**config.mk**
```make
export PLATFORM = sky130hd
export DESIGN_NAME = hazard_scoreboard_unit
export DESIGN_NICKNAME = d
export VERILOG_FILES = /design/src/rtl/hazard_pkg.sv /design/src/rtl/hazard_scoreboard_unit_scoreboard.sv /design/src/rtl/hazard_scoreboard_unit.sv
export SDC_FILE = /design/constraint.sdc
export NUM_CORES = 1
export LEC_CHECK = 0
export BUFFER_PORTS_ARGS = -buffer_cell sky130_fd_sc_hd__buf_2
export CAP_MARGIN = 40
export CORE_MARGIN = 10
export CORE_UTILIZATION = 45
export DETAILED_ROUTE_END_ITERATION = 12
export PLACE_DENSITY_LB_ADDON = 0.1
export SLEW_MARGIN = 20
export SYNTH_ARGS = -nofsm -noshare
export SYNTH_HDL_FRONTEND = slang
export SYNTH_SLANG_ARGS = --single-unit
```
**constraint.sdc**
```tcl
create_clock -name clk -period 4.14 [get_ports clk]
set_input_delay 0.207 -clock clk [delete_from_list [all_inputs] [get_ports clk]]
set_output_delay 0.207 -clock clk [all_outputs]
set_load 0.01 [all_outputs]
```
**src/rtl/hazard_pkg.sv**
```systemverilog
// rtl/hazard_pkg.sv - shared opcodes, instruction field slices and scoreboard entry type
package hazard_pkg;

    localparam logic [5:0] OPC_RT = 6'b000000;
    localparam logic [5:0] OPC_LW = 6'b000011;

    localparam int OP_HI = 31;
    localparam int OP_LO = 26;
    localparam int RS_HI = 25;
    localparam int RS_LO = 21;
    localparam int RT_HI = 20;
    localparam int RT_LO = 16;
    localparam int RD_HI = 15;
    localparam int RD_LO = 11;

    typedef struct packed {
        logic       valid;
        logic [4:0] rd;
    } sb_entry_t;

endpackage

```
**src/rtl/hazard_scoreboard_unit_scoreboard.sv**
```systemverilog
// rtl/hazard_scoreboard_unit_scoreboard.sv - LOAD_LAT-deep shift register of in-flight load destinations
module hazard_scoreboard
    import hazard_pkg::*;
#(
    parameter int LOAD_LAT = 1
) (
    input  logic                     clk,
    input  logic                     rst,
    input  logic                     shift_i,
    input  sb_entry_t                din_i,
    output sb_entry_t [LOAD_LAT-1:0] entries_o
);

    sb_entry_t [LOAD_LAT-1:0] entries_q;
    sb_entry_t [LOAD_LAT-1:0] entries_d;

    always_comb begin
        entries_d = entries_q;
        for (int k = 1; k < LOAD_LAT; k++) begin
            entries_d[k] = entries_q[k-1];
        end
        entries_d[0] = din_i;
    end

    always_ff @(posedge clk) begin
        if (rst) begin
            entries_q <= '0;
        end else if (shift_i) begin
            entries_q <= entries_d;
        end
    end

    assign entries_o = entries_q;

endmodule

```
**src/rtl/hazard_scoreboard_unit.sv**
```systemverilog
// rtl/hazard_scoreboard_unit.sv - load-use hazard detector; HAZARD_FLUSH_EN adds branch flush of IF/ID
module hazard_scoreboard_unit
    import hazard_pkg::*;
#(
    parameter int LOAD_LAT = 1,
    parameter int WARMUP   = 2
) (
    input  logic        clk,
    input  logic        rst,
    input  logic [31:0] Inst,
    input  logic        mem_stall,
`ifdef HAZARD_FLUSH_EN
    input  logic        branch_taken,
    output logic        IFIDFlush,
`endif
    output logic        PCWrite,
    output logic        IFIDWrite,
    output logic        NOP
);

    logic                     is_rt;
    logic                     is_lw;
    logic [4:0]               dst;
    logic [4:0]               rs;
    logic [4:0]               rt;
    logic                     conflict;
    logic                     warm;
    logic                     hazard;
    logic                     sb_shift;
    sb_entry_t                sb_din;
    sb_entry_t [LOAD_LAT-1:0] sb_entries;
    logic [3:0]               warm_cnt_q;
    logic [3:0]               warm_cnt_d;
    logic                     unused_inst_bits;

    assign is_rt = (Inst[OP_HI:OP_LO] == OPC_RT);
    assign is_lw = (Inst[OP_HI:OP_LO] == OPC_LW);
    assign rs    = Inst[RS_HI:RS_LO];
    assign rt    = Inst[RT_HI:RT_LO];
    assign dst   = is_rt ? Inst[RD_HI:RD_LO] : rt;
    assign unused_inst_bits = ^Inst[RD_LO-1:0];

    always_comb begin
        conflict = 1'b0;
        for (int k = 0; k < LOAD_LAT; k++) begin
            if (sb_entries[k].valid && (sb_entries[k].rd != 5'd0) &&
                ((sb_entries[k].rd == rs) || (is_rt && (sb_entries[k].rd == rt)))) begin
                conflict = 1'b1;
            end
        end
    end

    // Counter keeps running through mem_stall so warm-up is measured in wall cycles.
    assign warm       = (warm_cnt_q == 4'(WARMUP));
    assign warm_cnt_d = warm ? warm_cnt_q : warm_cnt_q + 4'd1;

    always_ff @(posedge clk) begin
        if (rst) begin
            warm_cnt_q <= 4'd0;
        end else begin
            warm_cnt_q <= warm_cnt_d;
        end
    end

    assign hazard = conflict & warm & ~mem_stall & ~rst;

    always_comb begin
        PCWrite      = 1'b1;
        IFIDWrite    = 1'b1;
        NOP          = 1'b0;
        sb_shift     = 1'b1;
        sb_din.valid = is_lw & (dst != 5'd0);
        sb_din.rd    = dst;
`ifdef HAZARD_FLUSH_EN
        IFIDFlush    = 1'b0;
`endif
        if (mem_stall) begin
            PCWrite   = 1'b0;
            IFIDWrite = 1'b0;
            sb_shift  = 1'b0;
        end
`ifdef HAZARD_FLUSH_EN
        else if (branch_taken && !rst) begin
            // Flushed instruction never executes, so it must not register as a load.
            IFIDFlush = 1'b1;
            NOP       = 1'b1;
            sb_din    = '0;
        end
`endif
        else if (hazard) begin
            PCWrite   = 1'b0;
            IFIDWrite = 1'b0;
            NOP       = 1'b1;
            sb_din    = '0;
        end
    end

    hazard_scoreboard #(
        .LOAD_LAT(LOAD_LAT)
    ) u_scoreboard (
        .clk      (clk),
        .rst      (rst),
        .shift_i  (sb_shift),
        .din_i    (sb_din),
        .entries_o(sb_entries)
    );

endmodule
```
### Yosys cells after proc, flatten, opt, wreduce, memory -nomap -nowiden

Cells that the tools add are included.

* bits in registers: 10
* bits of input ports: 35

* $add $sub $neg: 1
* equality and inequality tests: 4
* mux-type cells: 7
* bitwise logic cells: 6
* reductions and logical operators: 7

Operators by type and width (count)
* 5-bit == test: 2
* 5-bit nonzero test: 2
* 6-bit by 2-bit == test with 1-bit output (second input constant): 1
* 6-bit logical NOT: 1
* 6-bit 2-to-1 mux: 1
* 1-bit 2-to-1 mux: 5
* 5-bit 2-to-1 mux: 1
* 4-bit by 1-bit adder with 4-bit output (second input constant): 1
* 1-bit AND: 4
* 4-bit by 2-bit == test with 1-bit output (second input constant): 1
* 1-bit logical AND: 3
* 1-bit NOT: 2
* 1-bit logical OR: 1

### Longest topological paths before layout

Gate-level depths: netlist (run 1).

* word-level depth: 10
* gate-level depth with buffers: 8
* depth with buffers taken out: 7

### Cells and area by module

A second synthesis (run 1) with hierarchy kept.

* cells, all modules: 79
* area, all modules: 671.9 um2

By module, submodules not included
* hazard_scoreboard_unit: instances 1, cells each 60, area each 457.9 um2
* hazard_scoreboard: instances 1, cells each 19, area each 214.0 um2

### Least setup slack after synthesis (run 1)

OpenSTA, ideal clock, no wires.

* path kind: input to output
* start point: input port Inst[29]
* end point: output port PCWrite
* arrival: 2058 ps
* path slack: 1875 ps
* stages on the path: 7
* path buffers: 2
* cells stage by stage: or4_4 -> or3_1 -> buf_2 -> or4_4 -> a21oi_4 -> nor2_1 -> buf_4

* cells in the longest elaborated chain, start to end: 10

RTL lines
* start: declaration: RTL line hazard_scoreboard_unit.sv:10 `input logic [31:0] Inst,`
* 6-bit logical NOT: RTL line hazard_scoreboard_unit.sv:36 `assign is_rt = (Inst[OP_HI:OP_LO] == OPC_RT);`
* 1-bit logical AND: RTL line hazard_scoreboard_unit.sv:47 `((sb_entries[k].rd == rs) || (is_rt && (sb_entries[k].rd == rt)))) begin`
* 1-bit logical OR: RTL line hazard_scoreboard_unit.sv:47
* 1-bit logical AND: RTL line hazard_scoreboard_unit.sv:46 `if (sb_entries[k].valid && (sb_entries[k].rd != 5'd0) &&`
* 1-bit 2-to-1 mux: RTL line hazard_scoreboard_unit.sv:46
* 1-bit AND (3 in series): RTL line hazard_scoreboard_unit.sv:65 `assign hazard = conflict & warm & ~mem_stall & ~rst;`
* 1-bit 2-to-1 mux (2 in series)
* end: declaration: RTL line hazard_scoreboard_unit.sv:16 `output logic PCWrite,`

No other way between the ends.

### Worst setup path after layout (run 1)

* start point: input port Inst[29]
* end point: output port NOP

* cells in the longest elaborated chain, start to end: 10

RTL lines
* 6-bit logical NOT: RTL line hazard_scoreboard_unit.sv:36
* 1-bit logical AND: RTL line hazard_scoreboard_unit.sv:47
* 1-bit logical OR: RTL line hazard_scoreboard_unit.sv:47
* 1-bit logical AND: RTL line hazard_scoreboard_unit.sv:46
* 1-bit 2-to-1 mux: RTL line hazard_scoreboard_unit.sv:46
* 1-bit AND (3 in series): RTL line hazard_scoreboard_unit.sv:65
* 1-bit 2-to-1 mux: RTL line hazard_scoreboard_unit.sv:90 `else if (hazard) begin`
* 1-bit 2-to-1 mux: RTL line hazard_scoreboard_unit.sv:77 `if (mem_stall) begin`
* end: declaration: RTL line hazard_scoreboard_unit.sv:18 `output logic NOP`

No other way between the ends.

==> metrics.csv, run 1 <==
stage,metric,value,unit
outcome,status,"finished, final reports clean",
routing,detail_route.drc_violations,0,
routing,detailroute.via_count,621,
sta,layout_min_cycle_time,2.50,ns
worst_setup_path,critical_path.startpoint_type,input port,
layout,layout.nets,144,
worst_setup_path,cp_top_family,simple AND/OR/NAND/NOR gates,
worst_setup_path,arrival,2.29,ns
clock_tree,cts_max_path_buffers,2,
job,max-cap-violations,0,
pwr,cell_leakage_power,0.369,nW
layout,drive_gt1_share,38.7,%
die,placeableCoreArea,1350,µm²
synth,synth_enable_flop_cells,0,
clock_tree,clock_sinks,10,
global_route,first_global_vias,665,
place,routabilityCongestion,0.755,
worst_setup_path,worst-path-buf-inv,2,
layout,signed_area_change_from_the_synthesized_netlist_to_the_final_layout,26.0,%
sta,timing.fmax,0.400,GHz
sta,rsz_0062_raised_after_global_routing,false,
worst_setup_path,timing.critical_path.required,3.93,ns
clock_tree,cts_setup_buffers,0,
layout,layout.area.seq,200,µm²
sta,setup_viol,0,
global_route,initial_antenna_violation_count,0,
sta,worst_pin_slew,0.374,ns
place,place_worst_setup_slack,1.63,ns
routing,routed_wire_length_per_instance,14.0,µm
clock_tree,postCtsResizedCells,0,
worst_setup_path,critPathCaptureType,output port,
sta,setup_total_negative_slack,0,ns
die,floorplan.die_area,3410,µm²
layout,final_core_util,62.0,%
synth,synth-async-reset-ratio,0,%
worst_hold_path,hold_path_class,input port to flop,
clock_tree,cts-htree-levels,1,
synth,synth_area_leaders,"dfxtp_1 30%, mux2_2 10%, xnor2_1 7.9%, xor2_1 7.9%, nand2_1 7.3%",
synth,syn-mean-instance-area,8.52,µm²
layout,diodes,0,
synth,post_synth_inst_count,78,
synth,yosys.cell_count.top_type,nand2_1,
clock_tree,clkTransAtPathRegs,0.07,ns
layout,fillCellCount,133,
synth,synth_largest_area_cell,dfxtp_1,
pwr,power.density,352,nW/µm²
die,placement_rows,13,
worst_setup_path,critical-path-max-stage-delay,0.52,ns
die,floorplan.die.width,58.4,µm
sta,finalCritPeriodShare,60.3,%
global_route,grt_pass1_wl,2770,µm
sta,timing.slew.headroom,75.0,%
synth,mapped_cell_area,664,µm²
clock_tree,holdBufCountCts,0,
routing,wl,1700,µm
die,floorplan.io_pins,38,
die,die-height,58.4,µm
synth,ys_types,25,
synth,synthesis.yosys.warnings,0,
synth,seq_area_frac_synth,30.1,%
place,buffer_ports.inserted,26,
layout,multi_input_comb_area,448,µm²
global_route,grt_use_total,10.2,%
routing,first_pass_iters,4,
die,initial_utilization,49.2,%
synth,ys_dominant_reg_cell,dfxtp_1,
pwr,peakVddDrop,205,µV
synth,synth.top_cells.by_count,"13 x nand2_1, 10 x dfxtp_1, 8 x nor2_1",
worst_setup_path,timing.setup.critical_path_class,input port to output port,
worst_setup_path,critical-path-slowest-cell,or4_4,
sta,count_of_final_hold_check_violations,0,
sta,report.final.slew_viol_count,0,
clock_tree,ctsRootBufferMaster,clkbuf_4,
clock_tree,clock_tree_from_tritoncts,done,
clock_tree,cts_inserted_buffers,3,
synth,postSynthRegisterBits,10,
routing,drtIter0Drc,5,
sta,clock_skew,0.00375,ns
place,post-dp-hpwl,1400,µm
sta,final_critical_path_setup_slack,1.64,ns
clock_tree,clkLatencyLatePin,0.27,ns
routing,route.detailed.vias_per_inst,5.13,
global_route,largest_net_degree_at_the_start_of_global_routing,9,
synth,synthesis.nets,115,
synth,synth_top_cell_area_share,30.1,%
global_route,grt_remaining_overflow,0,
routing,antenna_violating_nets_post_route,0,
worst_setup_path,critical_path_peak_fanout,8,
worst_setup_path,cp_cell_sequence,"buf_2, or4_4, or3_1, or4_4, a21oi_4, and2b_1, buf_2",
cell type report:
type	instances	share of cell area, %
sequential	10	23.9
clock buffer	4	4.33
inverter	1	0.448
multi-input combinational	65	53.5
tap	15	2.24
timing repair buffer	26	15.5
cell usage in the layout (no fill, tap or decap), drive strengths merged, types with 2 or more instances in the layout:
cell type / count
ha: 2
clkbuf: 4
buf: 26
o21ai: 6
mux2: 6
nor3: 2
nor2b: 2
nand2: 13
dfxtp: 10
xnor2: 6
a21oi: 2
xor2: 6
nand3: 3
or4: 4
nor2: 8
final timing paths:
| check | startpoint | slack [ns] | cells past startpoint | end |
|---|---|---|---|---|
| setup / recovery | Inst[29] | 1.64 | 7 | NOP |
| hold / removal | mem_stall | 0.18 | 2 | u_scoreboard.entries_o[5]$_SDFFE_PP0N_ |
| setup reg to reg | u_scoreboard.entries_o[0]$_SDFFE_PP0N_ | 2.49 | 5 | u_scoreboard.entries_o[3]$_SDFFE_PP0N_ |
| hold reg to reg | warm_cnt_q[3]$_SDFFE_PP0P_ | 0.52 | 2 | warm_cnt_q[3]$_SDFFE_PP0P_ |
stage by stage:
| stage | cells | total power [W] | area, µm² | hold WS [ns] |
|---|---|---|---|---|
| after global routing | 121 | 0.000317 | 837 | 0.187 |
| after global placement | 117 | 0.000202 | 801 | 0.456 |
| after floorplan | 78 | 0.000180 | 664 | 0.279 |
| final | 121 | 0.000295 | 837 | 0.178 |
| after CTS | 121 | 0.000298 | 837 | 0.175 |
| after detailed placement | 117 | 0.000207 | 801 | 0.468 |
power by group:
part / total [W] / leakage [nW] / internal (W) / switching, W
registers: 0.000124 / 0.0821 / 0.000110 / 0.0000141
logic: 0.0000800 / 0.266 / 0.0000403 / 0.0000397
clock network: 0.0000908 / 0.0210 / 0.0000535 / 0.0000373
total: 0.000295 / 0.369 / 0.000204 / 0.0000911
worst register-to-register path: cells and delay by family, from the launching register on:
family,cells,cell delay (ns)
compound gates,2,0.38
xor+xnor,1,0.14
flops,1,0.43
simple gates,2,0.58
cell families after synthesis:
family,after synthesis,share of synthesized area [%]
adder cells (fa/ha/maj),2,3.77
AND/OR/NAND/NOR,35,26.9
XOR/XNOR,12,15.8
buffers and inverters,3,2.45
multiplexers,6,10.2
flip-flops,10,30.1
AO/OA/AOI/OAI,10,10.7
flip-flops by register name, indices dropped and copies added, names as in the netlist:
name / count
warm_cnt_q: 4
u_scoreboard.entries_o: 6
metal layers:
layer / GRT usage, % / share of wire, %
met5: 0 / 0
met4: 3.02 / 0.59
met3: 6.65 / 9.4
met2: 15.6 / 45
met1: 11.4 / 45
Power figures use the tool's default switching activity.
==> run 2: changes to the inputs <==
--- a/config.mk
+++ b/config.mk
@@ -8,7 +8,7 @@
 export BUFFER_PORTS_ARGS = -buffer_cell sky130_fd_sc_hd__buf_2
 export CAP_MARGIN = 40
 export CORE_MARGIN = 10
-export CORE_UTILIZATION = 45
+export CORE_UTILIZATION = 38
 export DETAILED_ROUTE_END_ITERATION = 12
 export PLACE_DENSITY_LB_ADDON = 0.1
 export SLEW_MARGIN = 20
==> constraint.sdc (replaced) <==
create_clock -name clk -period 2.25 [get_ports clk]
set_input_delay 0.1125 -clock clk [delete_from_list [all_inputs] [get_ports clk]]
set_output_delay 0.1125 -clock clk [all_outputs]
set_load 0.01 [all_outputs]
==> run 2 against run 1 <==
Compared with the run above:
- cell count rose by 2.5%
- non-clock buffer count is 2 higher
- critical path depth did not move
- count of clock-buffer cells in the layout shrank 1
- highest routed layer unchanged
- register-to-register slack worse by 1.9 ns
- die area is 12% higher
- worst hold slack got worse by 0.080 ns
- worst setup slack worse by 1.4 ns
- global-route usage shrank 1.5 points
- combinational power up 79%
- largest power group unchanged
- total power is 66% higher
- cell area rose by 0.45%
==> metrics.csv, run 2 (synthesized netlist as in run 1, its figures left out) <==
stage,metric,value,unit
clock_tree,clock_tree_from_tritoncts,done,
layout,layout_commonest_cell,buf_2,
sta,report.final.slew_viol_count,0,
clock_tree,ctsRootBufferMaster,clkbuf_4,
clock_tree,holdBufCountCts,0,
routing,first_pass_iters,4,
sta,setup_viol,0,
layout,drive_gt1_share,39.3,%
worst_setup_path,timing.setup.critical_path_class,input port to output port,
routing,routed_wire_length_per_instance,12.7,µm
routing,drtIter0Drc,12,
place,buffer_ports.inserted,26,
worst_setup_path,critical_path_peak_fanout,3,
worst_hold_path,hold_path_class,input port to flop,
pwr,peakVddDrop,419,µV
sta,clock_skew,0.00316,ns
sta,timing.fmax,0.497,GHz
global_route,grt_use_total,8.73,%
clock_tree,clkTransAtPathRegs,0.06,ns
sta,setup_total_negative_slack,0,ns
global_route,largest_net_degree_at_the_start_of_global_routing,9,
worst_setup_path,timing.critical_path.required,2.14,ns
layout,diodes,0,
routing,antenna_violating_nets_post_route,0,
worst_hold_path,holdPathStages,2,
clock_tree,cts_setup_buffers,0,
die,die-height,61.8,µm
worst_setup_path,critPathCaptureType,output port,
clock_tree,cts-htree-levels,1,
die,floorplan.io_pins,38,
sta,rsz_0062_raised_after_global_routing,false,
sta,layout_min_cycle_time,2.01,ns
die,placement_rows,15,
layout,layout.nets,146,
clock_tree,clkLatencyLatePin,0.26,ns
clock_tree,cts_inserted_buffers,3,
worst_setup_path,critical_path.startpoint_type,input port,
die,placeableCoreArea,1690,µm²
worst_setup_path,arrival,1.90,ns
global_route,initial_antenna_violation_count,0,
layout,signed_area_change_from_the_synthesized_netlist_to_the_final_layout,26.6,%
layout,final_cells,124,
global_route,grt_pass1_wl,2480,µm
die,initial_utilization,39.3,%
place,postPlaceCellArea,818,µm²
routing,wl,1580,µm
clock_tree,cts_max_path_buffers,2,
routing,detail_route.drc_violations,0,
layout,largest_register_ffs,6,
layout,final_core_util,49.8,%
job,max-cap-violations,0,
sta,finalCritPeriodShare,89.4,%
pwr,cell_leakage_power,0.372,nW
sta,worst_pin_slew,0.334,ns
outcome,status,"finished, final reports clean",
sta,count_of_final_hold_check_violations,0,
worst_setup_path,r2r.worst_path.cells,6,
layout,final_design_area_no_fill,841,µm²
layout,fillCellCount,172,
pwr,power.density,582,nW/µm²
clock_tree,clock_sinks,10,
global_route,grt_remaining_overflow,0,
layout,top_library_cells_by_usage_in_the_layout_fill_and_taps_aside,"26 x buf_2, 13 x nand2_1, 10 x dfxtp_1",
routing,route.detailed.vias_per_inst,4.93,
place,dpl.cell_count,121,
sta,timing.slew.headroom,77.6,%
routing,detailroute.via_count,611,
die,floorplan.die_area,3820,µm²
die,floorplan.die.width,61.8,µm
place,post-dp-hpwl,1370,µm
clock_tree,postCtsResizedCells,0,
place,routabilityCongestion,0.767,
global_route,first_global_vias,620,
run 2: changes by cell type in the layout (fill, tap and decap cells not counted), sizes merged:
cell    previous run  this run
buf               26        28
clkbuf             4         3
run 2: path summary, 6_finish.rpt:
path / from / to / slack (ns)
worst max-delay path: Inst[29] / NOP / 0.24
worst min-delay path: mem_stall / u_scoreboard.entries_o[5]$_SDFFE_PP0N_ / 0.1
worst max register to register: u_scoreboard.entries_o[0]$_SDFFE_PP0N_ / u_scoreboard.entries_o[0]$_SDFFE_PP0N_ / 0.59
worst min register to register: u_scoreboard.entries_o[3]$_SDFFE_PP0N_ / u_scoreboard.entries_o[3]$_SDFFE_PP0N_ / 0.51
run 2: power by group:
part           switching [W]  internal, W
sequential         0.0000251     0.000202
combinational      0.0000698    0.0000735
clock              0.0000571    0.0000616
total               0.000152     0.000338
run 2: final cells by class:
| type | count | area, µm² | share of cell area (%) |
|---|---|---|---|
| multi-input combinational | 65 | 448 | 53.3 |
| sequential | 10 | 200 | 23.8 |
| timing repair buffer | 28 | 145 | 17.3 |
| clock buffer | 3 | 22.5 | 2.68 |
| tap | 17 | 21.3 | 2.53 |
| inverter | 1 | 3.75 | 0.446 |
run 2: per-layer routing:
layer,global-route usage [%],routed length [µm]
met1,10.3,744
met2,12.7,698
met3,5.28,124
met4,2.87,12
met5,0,0
run 2: through the flow:
stage	setup WS (ns)	power, W	hold slack (ns)
4_1_cts	0.220	0.000500	0.0811
2_1_floorplan	0.174	0.000331	0.184
5_1_grt	0.163	0.000524	0.113
3_5_place_dp	0.220	0.000376	0.374
3_3_place_gp	0.222	0.000373	0.367
6_report	0.238	0.000490	0.0975
run 2: worst max-delay path, stage by stage:
cell and delay (ns):
buf_2 0.09, or4_4 0.52, or3_1 0.34, or4_4 0.44, a21oi_4 0.15, and2b_1 0.13
buf_2 0.12
==> run 3: changes to the inputs <==
--- a/config.mk
+++ b/config.mk
@@ -5,7 +5,7 @@
 export SDC_FILE = /design/constraint.sdc
 export NUM_CORES = 1
 export LEC_CHECK = 0
-export BUFFER_PORTS_ARGS = -buffer_cell sky130_fd_sc_hd__buf_2
+export BUFFER_PORTS_ARGS = -buffer_cell sky130_fd_sc_hd__buf_4
 export CAP_MARGIN = 40
 export CORE_MARGIN = 10
 export CORE_UTILIZATION = 38
==> run 3 against run 2 <==
Compared with the run above:
- register-to-register slack hardly changed
- first-iteration DRC count is 42% lower
- sequential power hardly changed
- sequential share of layout area is 1.7 points lower
- die area stayed put
- core utilization is 3.9 points higher
- cell count stayed put
- non-clock buffer count stayed put
- worst setup slack worse by 0.0072 ns
- critical endpoint unchanged
- largest cell class unchanged
==> metrics.csv, run 3 (synthesized netlist as in run 1, its figures left out) <==
stage,metric,value,unit
sta,timing.slew.headroom,78.7,%
worst_setup_path,critPathCaptureType,output port,
die,floorplan.die.width,61.8,µm
sta,finalCritPeriodShare,89.7,%
pwr,peakVddDrop,459,µV
clock_tree,cts-htree-levels,1,
sta,setup_viol,0,
pwr,comb_power_share,31.3,%
global_route,largest_net_degree_at_the_start_of_global_routing,9,
die,placeableCoreArea,1690,µm²
layout,signed_area_change_from_the_synthesized_netlist_to_the_final_layout,36.3,%
pwr,cell_internal_pwr,0.000350,W
sta,setup_total_negative_slack,0,ns
global_route,initial_antenna_violation_count,0,
routing,first_pass_iters,4,
clock_tree,clkLatencyLatePin,0.26,ns
worst_setup_path,critical_path.startpoint_type,input port,
global_route,grt_remaining_overflow,0,
layout,diodes,0,
routing,detailroute.via_count,615,
clock_tree,clock_sinks,10,
die,floorplan.die_area,3820,µm²
sta,clock_skew,0.00115,ns
place,buffer_ports.inserted,26,
layout,largest_register_ffs,6,
global_route,first_global_vias,589,
sta,layout_min_cycle_time,2.02,ns
layout,fillCellCount,165,
sta,count_of_final_hold_check_violations,0,
clock_tree,ctsRootBufferMaster,clkbuf_4,
sta,report.final.slew_viol_count,0,
layout,layout_commonest_cell,buf_4,
pwr,power_frac_seq,45.7,%
layout,layout.nets,146,
layout,top_library_cells_by_usage_in_the_layout_fill_and_taps_aside,"28 x buf_4, 13 x nand2_1, 10 x dfxtp_1",
pwr,sw_frac_of_total,29.9,%
place,post-dp-hpwl,1360,µm
worst_setup_path,critical_path_peak_fanout,3,
outcome,status,"finished, final reports clean",
clock_tree,cts_max_path_buffers,2,
die,placement_rows,15,
clock_tree,holdBufCountCts,0,
clock_tree,postCtsResizedCells,0,
die,die-height,61.8,µm
worst_setup_path,timing.critical_path.required,2.14,ns
pwr,power_switching,0.000150,W
routing,routed_wire_length_per_instance,12.6,µm
job,max-cap-violations,0,
sta,rsz_0062_raised_after_global_routing,false,
worst_hold_path,hold_path_class,input port to flop,
place,routabilityCongestion,0.727,
routing,antenna_violating_nets_post_route,0,
clock_tree,clock_tree_from_tritoncts,done,
die,initial_utilization,39.3,%
pwr,power.density,552,nW/µm²
clock_tree,clkTransAtPathRegs,0.06,ns
routing,wl,1570,µm
pwr,power_frac_clock,23.0,%
clock_tree,cts_setup_buffers,0,
routing,detail_route.drc_violations,0,
global_route,grt_use_total,8.44,%
sta,worst_pin_slew,0.318,ns
clock_tree,cts_inserted_buffers,3,
pwr,cell_leakage_power,0.393,nW
global_route,grt_pass1_wl,2370,µm
die,floorplan.io_pins,38,
worst_setup_path,arrival,1.91,ns
routing,drtIter0Drc,7,
worst_setup_path,timing.setup.critical_path_class,input port to output port,
routing,route.detailed.vias_per_inst,4.96,
pwr,fin_total_pwr,0.000500,W
sta,timing.fmax,0.495,GHz
layout,drive_gt1_share,39.3,%
-- run 3: layout make-up --
| cell class | count | area [µm²] | share of cell area, % |
|---|---|---|---|
| clock buffer | 3 | 22.5 | 2.49 |
| inverter | 1 | 3.75 | 0.414 |
| tap | 17 | 21.3 | 2.35 |
| timing repair buffer | 28 | 210 | 23.2 |
| sequential | 10 | 200 | 22.1 |
| multi-input combinational | 65 | 448 | 49.4 |
-- run 3: worst paths after layout --
path	from	to	cells past startpoint	slack [ns]
setup / recovery	Inst[29]	NOP	7	0.23
hold / removal	rst	warm_cnt_q[0]$_SDFFE_PP0P_	2	0.08
setup reg to reg	u_scoreboard.entries_o[2]$_SDFFE_PP0N_	u_scoreboard.entries_o[5]$_SDFFE_PP0N_	6	0.60
hold reg to reg	u_scoreboard.entries_o[1]$_SDFFE_PP0N_	u_scoreboard.entries_o[1]$_SDFFE_PP0N_	2	0.52
-- run 3: layer usage --
layer	wire (µm)	part of all wire [%]	global-route usage (%)
met5	0	0	0
met4	0	0	1.91
met3	157	10	6.10
met2	724	46	12.2
met1	685	44	9.85
-- run 3: per-stage QoR --
step	hold WS, ns	cell area, µm²	instances	utilization [%]	setup WS (ns)
4_1_cts	0.0725	906	124	53.6	0.218
5_1_grt	0.0807	906	124	53.6	0.165
3_5_place_dp	0.350	883	121	52.3	0.219
2_1_floorplan	0.184	664	78	-	0.174
3_3_place_gp	0.345	883	121	52.3	0.217
6_report	0.0760	906	124	53.6	0.231
-- run 3: worst max-delay path, stage by stage --
cell	delay, ns
buf_4	0.11
or4_4	0.52
or3_1	0.34
or4_4	0.44
a21oi_4	0.16
and2b_1	0.13
buf_4	0.11
-- run 3: power groups by stage --
stage,combinational [W],clock (W),sequential (W)
2_1_floorplan,0.000106,0,0.000225
6_report,0.000157,0.000115,0.000228
4_1_cts,0.000159,0.000120,0.000229
3_5_place_dp,0.000158,0,0.000232
5_1_grt,0.000172,0.000128,0.000231
3_3_place_gp,0.000154,0,0.000231
